$ cat src/rtl/pc_seq_pkg.sv
// rtl/pc_seq_pkg.sv - shared FSM states, redirect sources and default vectors for pc_seq
package pc_seq_pkg;

  localparam logic [31:0] DEF_RESET_PC   = 32'h00400000;
  localparam logic [31:0] DEF_EXC_VECTOR = 32'h00400004;

  typedef enum logic [1:0] {
    ST_BOOT,
    ST_RUN,
    ST_HOLD,
    ST_FLUSH
  } state_e;

  typedef enum logic [2:0] {
    SRC_SEQ,
    SRC_BR,
    SRC_JMP,
    SRC_JR,
    SRC_ERET,
    SRC_EXC
  } src_e;

  function automatic logic [31:0] seq_pc(input logic [31:0] pc);
    return pc + 32'd4;
  endfunction

endpackage

$ cat src/rtl/pc_seq_if.sv
// rtl/pc_seq_if.sv - redirect request / PC write bundle between pipeline (master) and pc_seq (slave)
interface pc_seq_if;
  logic [31:0] pc_cur;
  logic        stall_i;
  logic        br_taken_i;
  logic [31:0] br_target_i;
  logic        jmp_i;
  logic [31:0] jmp_target_i;
  logic        jr_i;
  logic [31:0] jr_target_i;
  logic        eret_i;
  logic [31:0] epc_i;
  logic        exc_i;
  logic [31:0] pc_next_o;
  logic        pc_we_o;
  logic        flush_o;
  logic        pend_o;
  logic        addr_err_o;

  modport master (
    output pc_cur, stall_i, br_taken_i, br_target_i, jmp_i, jmp_target_i,
           jr_i, jr_target_i, eret_i, epc_i, exc_i,
    input  pc_next_o, pc_we_o, flush_o, pend_o, addr_err_o
  );

  modport slave (
    input  pc_cur, stall_i, br_taken_i, br_target_i, jmp_i, jmp_target_i,
           jr_i, jr_target_i, eret_i, epc_i, exc_i,
    output pc_next_o, pc_we_o, flush_o, pend_o, addr_err_o
  );
endinterface

$ cat src/rtl/pc_seq_target_mux.sv
// rtl/pc_seq_target_mux.sv - combinational priority selector of redirect targets
// PC_SEQ_MISALIGN_TRAP_EN: misaligned non-exception targets become EXC_VECTOR and raise trap_o.
module pc_target_mux
  import pc_seq_pkg::*;
#(
  parameter logic [31:0] EXC_VECTOR = DEF_EXC_VECTOR
) (
  input  logic        exc_i,
  input  logic        eret_i,
  input  logic        jr_i,
  input  logic        jmp_i,
  input  logic        br_taken_i,
  input  logic [31:0] epc_i,
  input  logic [31:0] jr_target_i,
  input  logic [31:0] jmp_target_i,
  input  logic [31:0] br_target_i,
  output logic        valid_o,
  output src_e        src_o,
  output logic [31:0] target_o,
  output logic        trap_o
);

  logic [31:0] raw;

  always_comb begin
    valid_o = 1'b1;
    src_o   = SRC_SEQ;
    raw     = '0;
    if (exc_i) begin
      src_o = SRC_EXC;
      raw   = EXC_VECTOR;
    end else if (eret_i) begin
      src_o = SRC_ERET;
      raw   = epc_i;
    end else if (jr_i) begin
      src_o = SRC_JR;
      raw   = jr_target_i;
    end else if (jmp_i) begin
      src_o = SRC_JMP;
      raw   = jmp_target_i;
    end else if (br_taken_i) begin
      src_o = SRC_BR;
      raw   = br_target_i;
    end else begin
      valid_o = 1'b0;
    end
  end

`ifdef PC_SEQ_MISALIGN_TRAP_EN
  always_comb begin
    trap_o   = valid_o && (src_o != SRC_EXC) && (raw[1:0] != 2'b00);
    target_o = trap_o ? EXC_VECTOR : raw;
  end
`else
  assign trap_o   = 1'b0;
  assign target_o = raw & ~32'h3;
`endif

endmodule

$ cat src/rtl/pc_seq.sv
// rtl/pc_seq.sv - next-PC sequencer: redirect arbitration, stall-held redirect, IF/ID flush pulse
// PC_SEQ_MISALIGN_TRAP_EN enables the misaligned-target trap and addr_err_o.
module pc_seq
  import pc_seq_pkg::*;
#(
  parameter logic [31:0] RESET_PC     = DEF_RESET_PC,
  parameter logic [31:0] EXC_VECTOR   = DEF_EXC_VECTOR,
  parameter int unsigned FLUSH_CYCLES = 1
) (
  input logic       clk,
  input logic       rst,
  pc_seq_if.slave   bus
);

  localparam logic [1:0] FLUSH_LOAD = 2'(FLUSH_CYCLES);

  state_e      state_q, state_d;
  logic        pend_valid_q, pend_valid_d;
  logic [31:0] pend_pc_q, pend_pc_d;
  logic        pend_trap_q, pend_trap_d;
  logic [1:0]  cnt_q, cnt_d;
  logic        flush_q, flush_d;
  logic        addr_err_q, addr_err_d;

  logic        sel_valid;
  src_e        sel_src;
  logic [31:0] sel_target;
  logic        sel_trap;
  logic        pc_we_c;
  logic [31:0] pc_next_c;

  pc_target_mux #(.EXC_VECTOR(EXC_VECTOR)) u_mux (
    .exc_i        (bus.exc_i),
    .eret_i       (bus.eret_i),
    .jr_i         (bus.jr_i),
    .jmp_i        (bus.jmp_i),
    .br_taken_i   (bus.br_taken_i),
    .epc_i        (bus.epc_i),
    .jr_target_i  (bus.jr_target_i),
    .jmp_target_i (bus.jmp_target_i),
    .br_target_i  (bus.br_target_i),
    .valid_o      (sel_valid),
    .src_o        (sel_src),
    .target_o     (sel_target),
    .trap_o       (sel_trap)
  );

  always_comb begin
    state_d      = state_q;
    pend_valid_d = pend_valid_q;
    pend_pc_d    = pend_pc_q;
    pend_trap_d  = pend_trap_q;
    cnt_d        = cnt_q;
    flush_d      = 1'b0;
    addr_err_d   = 1'b0;
    pc_we_c      = 1'b0;
    pc_next_c    = bus.pc_cur;

    case (state_q)
      ST_BOOT: state_d = ST_RUN;

      ST_RUN: begin
        if (sel_valid && sel_src == SRC_EXC) begin
          pc_we_c   = 1'b1;
          pc_next_c = sel_target;
          state_d   = ST_FLUSH;
          cnt_d     = FLUSH_LOAD;
          flush_d   = 1'b1;
        end else if (sel_valid && bus.stall_i) begin
          pend_valid_d = 1'b1;
          pend_pc_d    = sel_target;
          pend_trap_d  = sel_trap;
          state_d      = ST_HOLD;
        end else if (sel_valid) begin
          pc_we_c    = 1'b1;
          pc_next_c  = sel_target;
          addr_err_d = sel_trap;
          state_d    = ST_FLUSH;
          cnt_d      = FLUSH_LOAD;
          flush_d    = 1'b1;
        end else if (!bus.stall_i) begin
          pc_we_c   = 1'b1;
          pc_next_c = seq_pc(bus.pc_cur);
        end
      end

      // Newer non-exception redirects are dropped: the held one is older in program order.
      ST_HOLD: begin
        if (sel_valid && sel_src == SRC_EXC) begin
          pc_we_c      = 1'b1;
          pc_next_c    = sel_target;
          pend_valid_d = 1'b0;
          pend_trap_d  = 1'b0;
          state_d      = ST_FLUSH;
          cnt_d        = FLUSH_LOAD;
          flush_d      = 1'b1;
        end else if (!bus.stall_i) begin
          pc_we_c      = 1'b1;
          pc_next_c    = pend_pc_q;
          addr_err_d   = pend_trap_q;
          pend_valid_d = 1'b0;
          pend_trap_d  = 1'b0;
          state_d      = ST_FLUSH;
          cnt_d        = FLUSH_LOAD;
          flush_d      = 1'b1;
        end
      end

      ST_FLUSH: begin
        if (sel_valid && sel_src == SRC_EXC) begin
          pc_we_c   = 1'b1;
          pc_next_c = sel_target;
          cnt_d     = FLUSH_LOAD;
          flush_d   = 1'b1;
        end else begin
          if (!bus.stall_i) begin
            pc_we_c   = 1'b1;
            pc_next_c = seq_pc(bus.pc_cur);
          end
          if (cnt_q <= 2'd1) begin
            cnt_d   = 2'd0;
            state_d = ST_RUN;
          end else begin
            cnt_d   = cnt_q - 2'd1;
            flush_d = 1'b1;
          end
        end
      end

      default: state_d = ST_RUN;
    endcase
  end

  always_ff @(posedge clk) begin
    if (!rst) begin
      state_q      <= ST_BOOT;
      pend_valid_q <= 1'b0;
      pend_pc_q    <= '0;
      pend_trap_q  <= 1'b0;
      cnt_q        <= 2'd0;
      flush_q      <= 1'b0;
      addr_err_q   <= 1'b0;
    end else begin
      state_q      <= state_d;
      pend_valid_q <= pend_valid_d;
      pend_pc_q    <= pend_pc_d;
      pend_trap_q  <= pend_trap_d;
      cnt_q        <= cnt_d;
      flush_q      <= flush_d;
      addr_err_q   <= addr_err_d;
    end
  end

  assign bus.pc_we_o    = rst ? pc_we_c : 1'b0;
  assign bus.pc_next_o  = rst ? pc_next_c : RESET_PC;
  assign bus.flush_o    = flush_q;
  assign bus.pend_o     = pend_valid_q;
  assign bus.addr_err_o = addr_err_q;

endmodule

$ cat src/flat_wrapper.sv
// flat-port wrapper written by rule: the top's interface ports become plain ports
module pc_seq_flat import pc_seq_pkg::*;
#(
  parameter logic [31:0] RESET_PC     = DEF_RESET_PC,
  parameter logic [31:0] EXC_VECTOR   = DEF_EXC_VECTOR,
  parameter int unsigned FLUSH_CYCLES = 1
)
  (clk, rst, bus_pc_cur, bus_stall_i, bus_br_taken_i, bus_br_target_i, bus_jmp_i, bus_jmp_target_i, bus_jr_i, bus_jr_target_i, bus_eret_i, bus_epc_i, bus_exc_i, bus_pc_next_o, bus_pc_we_o, bus_flush_o, bus_pend_o, bus_addr_err_o);
  pc_seq_if bus_i ();
  input logic clk;
  input logic rst;
  input wire logic [$bits(bus_i.pc_cur)-1:0] bus_pc_cur;
  input wire logic [$bits(bus_i.stall_i)-1:0] bus_stall_i;
  input wire logic [$bits(bus_i.br_taken_i)-1:0] bus_br_taken_i;
  input wire logic [$bits(bus_i.br_target_i)-1:0] bus_br_target_i;
  input wire logic [$bits(bus_i.jmp_i)-1:0] bus_jmp_i;
  input wire logic [$bits(bus_i.jmp_target_i)-1:0] bus_jmp_target_i;
  input wire logic [$bits(bus_i.jr_i)-1:0] bus_jr_i;
  input wire logic [$bits(bus_i.jr_target_i)-1:0] bus_jr_target_i;
  input wire logic [$bits(bus_i.eret_i)-1:0] bus_eret_i;
  input wire logic [$bits(bus_i.epc_i)-1:0] bus_epc_i;
  input wire logic [$bits(bus_i.exc_i)-1:0] bus_exc_i;
  output wire logic [$bits(bus_i.pc_next_o)-1:0] bus_pc_next_o;
  output wire logic [$bits(bus_i.pc_we_o)-1:0] bus_pc_we_o;
  output wire logic [$bits(bus_i.flush_o)-1:0] bus_flush_o;
  output wire logic [$bits(bus_i.pend_o)-1:0] bus_pend_o;
  output wire logic [$bits(bus_i.addr_err_o)-1:0] bus_addr_err_o;
  assign bus_i.pc_cur = bus_pc_cur;
  assign bus_i.stall_i = bus_stall_i;
  assign bus_i.br_taken_i = bus_br_taken_i;
  assign bus_i.br_target_i = bus_br_target_i;
  assign bus_i.jmp_i = bus_jmp_i;
  assign bus_i.jmp_target_i = bus_jmp_target_i;
  assign bus_i.jr_i = bus_jr_i;
  assign bus_i.jr_target_i = bus_jr_target_i;
  assign bus_i.eret_i = bus_eret_i;
  assign bus_i.epc_i = bus_epc_i;
  assign bus_i.exc_i = bus_exc_i;
  assign bus_pc_next_o = bus_i.pc_next_o;
  assign bus_pc_we_o = bus_i.pc_we_o;
  assign bus_flush_o = bus_i.flush_o;
  assign bus_pend_o = bus_i.pend_o;
  assign bus_addr_err_o = bus_i.addr_err_o;
  pc_seq #(.RESET_PC(RESET_PC), .EXC_VECTOR(EXC_VECTOR), .FLUSH_CYCLES(FLUSH_CYCLES)) u_core (.clk(clk), .rst(rst), .bus(bus_i));
endmodule
$ cat config.mk
export PLATFORM = sky130hd
export DESIGN_NAME = pc_seq_flat
export DESIGN_NICKNAME = d
export VERILOG_FILES = /design/src/rtl/pc_seq_pkg.sv /design/src/rtl/pc_seq_if.sv /design/src/rtl/pc_seq_target_mux.sv /design/src/rtl/pc_seq.sv /design/src/flat_wrapper.sv
export SDC_FILE = /design/constraint.sdc
export NUM_CORES = 1
export LEC_CHECK = 0
export BUFFER_PORTS_ARGS = -buffer_cell sky130_fd_sc_hd__buf_4
export CORE_ASPECT_RATIO = 0.5
export CORE_MARGIN = 5
export CORE_UTILIZATION = 30
export DETAILED_ROUTE_END_ITERATION = 12
export GPL_TIMING_DRIVEN = 0
export PLACE_DENSITY_LB_ADDON = 0.08
export SLEW_MARGIN = 20
export SYNTH_ARGS = -nofsm -noshare
export SYNTH_HDL_FRONTEND = slang
export SYNTH_SLANG_ARGS = --single-unit
$ cat constraint.sdc
create_clock -name clk -period 2.05 [get_ports clk]
set_clock_uncertainty 0.15 [all_clocks]
set_input_delay 0.205 -clock clk [delete_from_list [all_inputs] [get_ports clk]]
set_output_delay 0.205 -clock clk [all_outputs]
set_load 0.01 [all_outputs]
* Word-level counts from Yosys, hierarchy flattened *
Cells that the tools add are included.

cells by class
  bitwise gates (word level) = 3
  reduce and logical (&&, ||, !) cells = 11
  $lt $le $gt $ge = 1
  div/mod/pow operators = 0
  shift operators = 0
  multiplexer cells = 61
  equality and inequality tests = 12
  multipliers = 0
  add/subtract/negate cells = 2

operators by type and width
  kind                   count
  $mux 32                13
  $pmux 32 s3            1
  $add 32x3->32 const B  1
  $mux 2                 16
  $mux 1                 23
  $reduce_and 4->1       3
  $pmux 2 s4             1
  $mux 3                 2
  $ne 3x2->1 const B     2
  $pmux 1 s2             3
  $pmux 2 s3             1
  $eq 2x2->1 const B     2
  $ne 2x1->1 const B     2
  $ne 2x2->1 const B     2
  $ne 4x1->1 const B     1
  $reduce_or 4->1        1
  $eq 3x3->1 const B     1
  $ne 3x1->1 const B     1
  $not 1->1              3
  $pmux 1 s3             1
  $reduce_and 3->1       1
  $reduce_bool 3->1      1
  $eq 2x1->1 const B     1
  $le 2x1->1 const B     1
  other kinds (5)        6

storage, ports and cells
  output and inout port bits = 36
  bits in registers = 38
  memories kept = 0
  memory bits (read-only) = 0
  input bits = 168
  bits in writable memories = 0
  latch bits = 0

* Logic depth before layout (Yosys ltp) *
  depth after elaboration = 10
  mapped depth = 12
  gate-level depth less buffers = 8

* Modules after synthesis *
A second synthesis with hierarchy kept.

second synthesis, totals
  cells, all modules = 810
  area, all modules = 5439.0 µm²

modules (own cells, without submodules)
  module         instances  cells an instance  area each (µm²)
  pc_seq         1          657                4359.2
  pc_target_mux  1          153                1079.8

* Least setup slack after synthesis *
No wires, ideal clock.

  path type = register -> output
  from = reg u_core.state_q[0]
  to = out bus_pc_next_o[20]
  stages on the path, launching flop included = 9
  path slack = -261 ps
  data required time = 1695 ps
  buffers on the path = 3
  data arrival time = 1956 ps
  cell sequence = dfxtp_1 > inv_1 > ha_1 > clkbuf_1 > nor2b_1 > clkbuf_1 > clkbuf_1 > a21oi_1 > a221oi_1

between the ends
  word-level cells in the longest chain between the ends = 3
  elaborated cells on any way between the ends = 5

ends and longest elaborated chain
  what                                             line                source
  start, declared                                  pc_seq.sv:17        state_e state_q, state_d;
  start signal, assigned                           pc_seq.sv:144       state_q <= state_d;
  $eq 2x2->1 / $eq 2x1->1 (equally long branches)  pc_seq.sv:59        case (state_q)
  $pmux 32 s3 (*)                                  pc_seq.sv:59
  $mux 32 (*)                                      pc_seq.sv:155       assign bus.pc_next_o = rst ? pc_next_c : RESET_PC;
  end, declared                                    flat_wrapper.sv:23  output wire logic [$bits(bus_i.pc_next_o)-1:0] bus_pc_next_o;

Every way passes the cells marked *; elsewhere a longest branch is shown, timed or not.

* Final worst setup path *
  from = in bus_eret_i
  to = out bus_pc_next_o[28]

between the ends
  word-level cells in the longest chain between the ends = 7
  elaborated cells on any way between the ends = 16

ends and longest elaborated chain
  what                                                 line                                       source
  start, declared                                      flat_wrapper.sv:20                         input wire logic [$bits(bus_i.eret_i)-1:0] bus_eret_i;
  $mux 3 (tied with other cells)                       pc_seq_target_mux.sv:32                    end else if (eret_i) begin
  $mux 3 (tied with other cells)                       pc_seq_target_mux.sv:29                    if (exc_i) begin
  $eq 3x3->1 (tied with other cells)                   pc_seq.sv:63, pc_seq.sv:89, pc_seq.sv:110
  $logic_and 1x1->1 / $mux 32 (equally long branches)  -
  $mux 32, on equally long branches                    pc_seq.sv:110, pc_seq.sv:63, pc_seq.sv:89
  $pmux 32 s3 (*)                                      pc_seq.sv:59
  $mux 32 (*)                                          pc_seq.sv:155

Marks and branches as above.

==> qor.txt <==
Status: complete, but fails checks
Failing checks: negative setup slack
Starting Density: 30.7%
Fin. max-slew vios: 0
Yosys top cell by area: dfxtp_1
H-tree levels: 2
CP endpoint kind: output pin
Synth area leaders: dfxtp_1, a21oi_1, nand2_1, o21ai_0, nor2_1
FFs w/ async S/R, synth: 0%
Worst-Margin Slew: 0.965 ns
Worst r2r src: u_core.state_q[1]
Clock Sinks: 36
Initial drt markers: 854
RSZ-0062 raised after global routing: yes
WHS Path Cells: 5
Setup Viol. Count Final: 34
Register-to-Register Path Depth: 10
WP data required: 1.69 ns
R2r endpoint: u_core.pend_pc_q[17]
Gr ovfl total: 0
Fin crit share: 122%
Vias in the first global route: 7057
ANT cells: 0
Worst VDD drop: 365 uV
Yosys cell types: 68
Largest net degree at the start of global routing: 12
Yosys warns: 0
Cts hold-fix bufs: 0
Worst Min Path Start: bus_epc_i[18]
Core ar.: 15500 um2
Mapped Area: 4760 um2
CP Max Fanout: 5
Min-delay worst type: primary input to register
Dpl hpwl: 20700 um
Critical path class: primary input to output pin
Synth top area share: 15.1%
Port Buffers: 187
GRT Util Overall: 29.3%
Multi-input gate area: 4570 um2
Pwr Total: 6.68 mW
Tmin final: 2.51 ns
Via count: 7295
Critical Path AT: 2.15 ns
Primary FF master, synth: dfxtp_1
WL final: 29500 um
EDFF count, synth: 0
Num CTS Buffers: 5
Share of cells above drive strength 1: 51.0%
P_leak: 3.52 nW
Initial antenna violation count: 0
Syn Nets: 887
Cells after Synth: 714
First-pass GRT wire length: 42300 um
R2R Setup Slk: 0.01 ns
Fin Hold WS: 0.169 ns
Clk buf depth: 2
Fill cells: 1419
Startpoint Class: primary input
Synth-to-Final Area Change: 82.6%
Clk slew on worst S/H paths: 0.06 ns
CTS tree: done
DRC errors left: 0
ANT nets after route: 0
Die area: 18600 um2
Syn avg cell area: 6.67 um2
#FFs+latches synth: 36
PD cells: 768 nW/um2
Final Hold Viols: 0
# rows: 32
Register area: 728 um2
Clk_lat worst skew: 0.30 ns
Die Span Y: 99.1 um
Fin nets: 1150
Hold EP: u_core.pend_pc_q[18]
I/O Pins: 204
Register area share after synthesis: 15.1%
Average vias per placed instance: 6.17
Drt pass-1 iters: 7
WL/cell: 24.9 um
Setup ws final: -0.460 ns
Die X: 188 um
Rel. slew slack: 35.6%
Root Driver: clkbuf_16
Gpl congestion: 0.948
Max-cap viol count: 0
Fmax: 398 MHz
## cell families after synthesis
| kind of cell | after synthesis | share of synthesized area [%] |
|---|---|---|
| flops | 36 | 15.1 |
| xor+xnor | 20 | 3.68 |
| buf+inv | 89 | 8.22 |
| simple gates | 243 | 24.7 |
| fa+ha+maj | 5 | 1.31 |
| other cells | 1 | 0.0787 |
| compound gates | 291 | 40.4 |
| mux | 29 | 6.52 |
## worst max path at each step
| stage | from | endpoint | slack [ns] | cells past startpoint |
|---|---|---|---|---|
| global placement | bus_exc_i | bus_pc_next_o[28] | -0.80 | 8 |
| global route | u_core.state_q[1] | bus_pc_next_o[27] | -0.48 | 11 |
| CTS | u_core.state_q[1] | bus_pc_next_o[30] | -0.44 | 11 |
| finish | bus_eret_i | bus_pc_next_o[28] | -0.46 | 11 |
| floorplan | bus_eret_i | bus_pc_next_o[19] | -0.03 | 9 |
| detailed placement | bus_pc_cur[3] | bus_pc_next_o[18] | -0.80 | 9 |
## critical path, cell delays in order
cell	delay, ns
buf_6	0.09
or4_4	0.54
buf_12	0.16
nand2_4	0.13
buf_8	0.15
buf_12	0.11
o21ai_0	0.07
a21oi_1	0.17
o41ai_2	0.10
a211oi_2	0.25
buf_4	0.17
## power by group
part	switching, mW	total (mW)	internal, mW
clock	0.391	1.04	0.644
combinational	2.56	4.79	2.22
sequential	0.0652	0.858	0.793
## synth_stat cells (4+ instances only)
library cell  number
a311oi_1           4
ha_1               5
nand2_1           82
xnor2_1           11
nor2b_1            8
mux2i_1           13
nand3_1           22
inv_1             17
a22oi_1            4
mux2_2            16
nor2_1            65
a221oi_1          23
a31oi_1           10
o22ai_1           17
and3_1             9
and2_1             4
a221o_1           13
o31ai_1            7
nand2b_1          11
o21ai_0           60
a21oi_1           89
a211oi_1          10
dfxtp_1           36
nand4_1            8
nor3_1            15
o21a_1             7
buf_2             25
clkbuf_1          40
o221a_2            4
o221ai_1          21
xor2_1             9
## area by class of cell
class                      count  area share (%)
multi-input combinational    589            52.6
buffer                        66            7.57
clock inverter                 1           0.345
timing repair buffer         261            25.5
tap                          204            2.93
sequential                    36            8.37
clock buffer                   7            1.76
inverter                      18           0.950
## flip-flops by register name (all words and copies together), names as in the netlist
register            cells
u_core.bus.flush_o      1
u_core.bus.pend_o       1
u_core.cnt_q            2
u_core.pend_pc_q       30
u_core.state_q          2
## what timing repair did
action                     CTS  global route
gates cloned                 4             1
resized for setup          223           113
pin swaps                   55            49
setup endpoints to repair   68            65
setup buffers               56            15
## layer usage
metal / vias to the layer above / GRT usage [%] / part of all wire, %
met3: 101 / 10.3 / 12
met4: 0 / 8.17 / 2.9
met2: 482 / 44.1 / 43
li1: 3228 / - / -
met1: 3484 / 39.8 / 42
met5: - / 0 / 0
## placed cells by master (no fill, tap or decap), types with 10 or more instances in the layout
master / n
a21oi_1: 65
a21oi_2: 20
a221o_1: 13
a221oi_1: 14
buf_12: 12
buf_4: 229
buf_6: 39
clkbuf_16: 10
dfxtp_1: 34
inv_1: 15
mux2_2: 15
mux2i_1: 13
nand2_1: 74
nand3_1: 20
nor2_1: 54
o21ai_0: 45
o221ai_2: 12
o22ai_1: 14
xnor2_1: 10
## through the flow
| stage | setup WS, ns | utilization, % | area, um2 | TNS [ns] | cells |
|---|---|---|---|---|---|
| 2_1_floorplan | -0.0292 | - | 4900 | -0.0315 | 714 |
| 3_3_place_gp | -0.801 | 42.3 | 6560 | -38.09 | 1105 |
| 3_5_place_dp | -0.798 | 42.3 | 6560 | -39.20 | 1105 |
| 4_1_cts | -0.437 | 52.3 | 8110 | -11.72 | 1170 |
| 5_1_grt | -0.480 | 56.1 | 8700 | -12.70 | 1182 |
| 6_report | -0.460 | 56.1 | 8700 | -11.22 | 1182 |
Note: power is estimated with default switching activity, not from simulation.
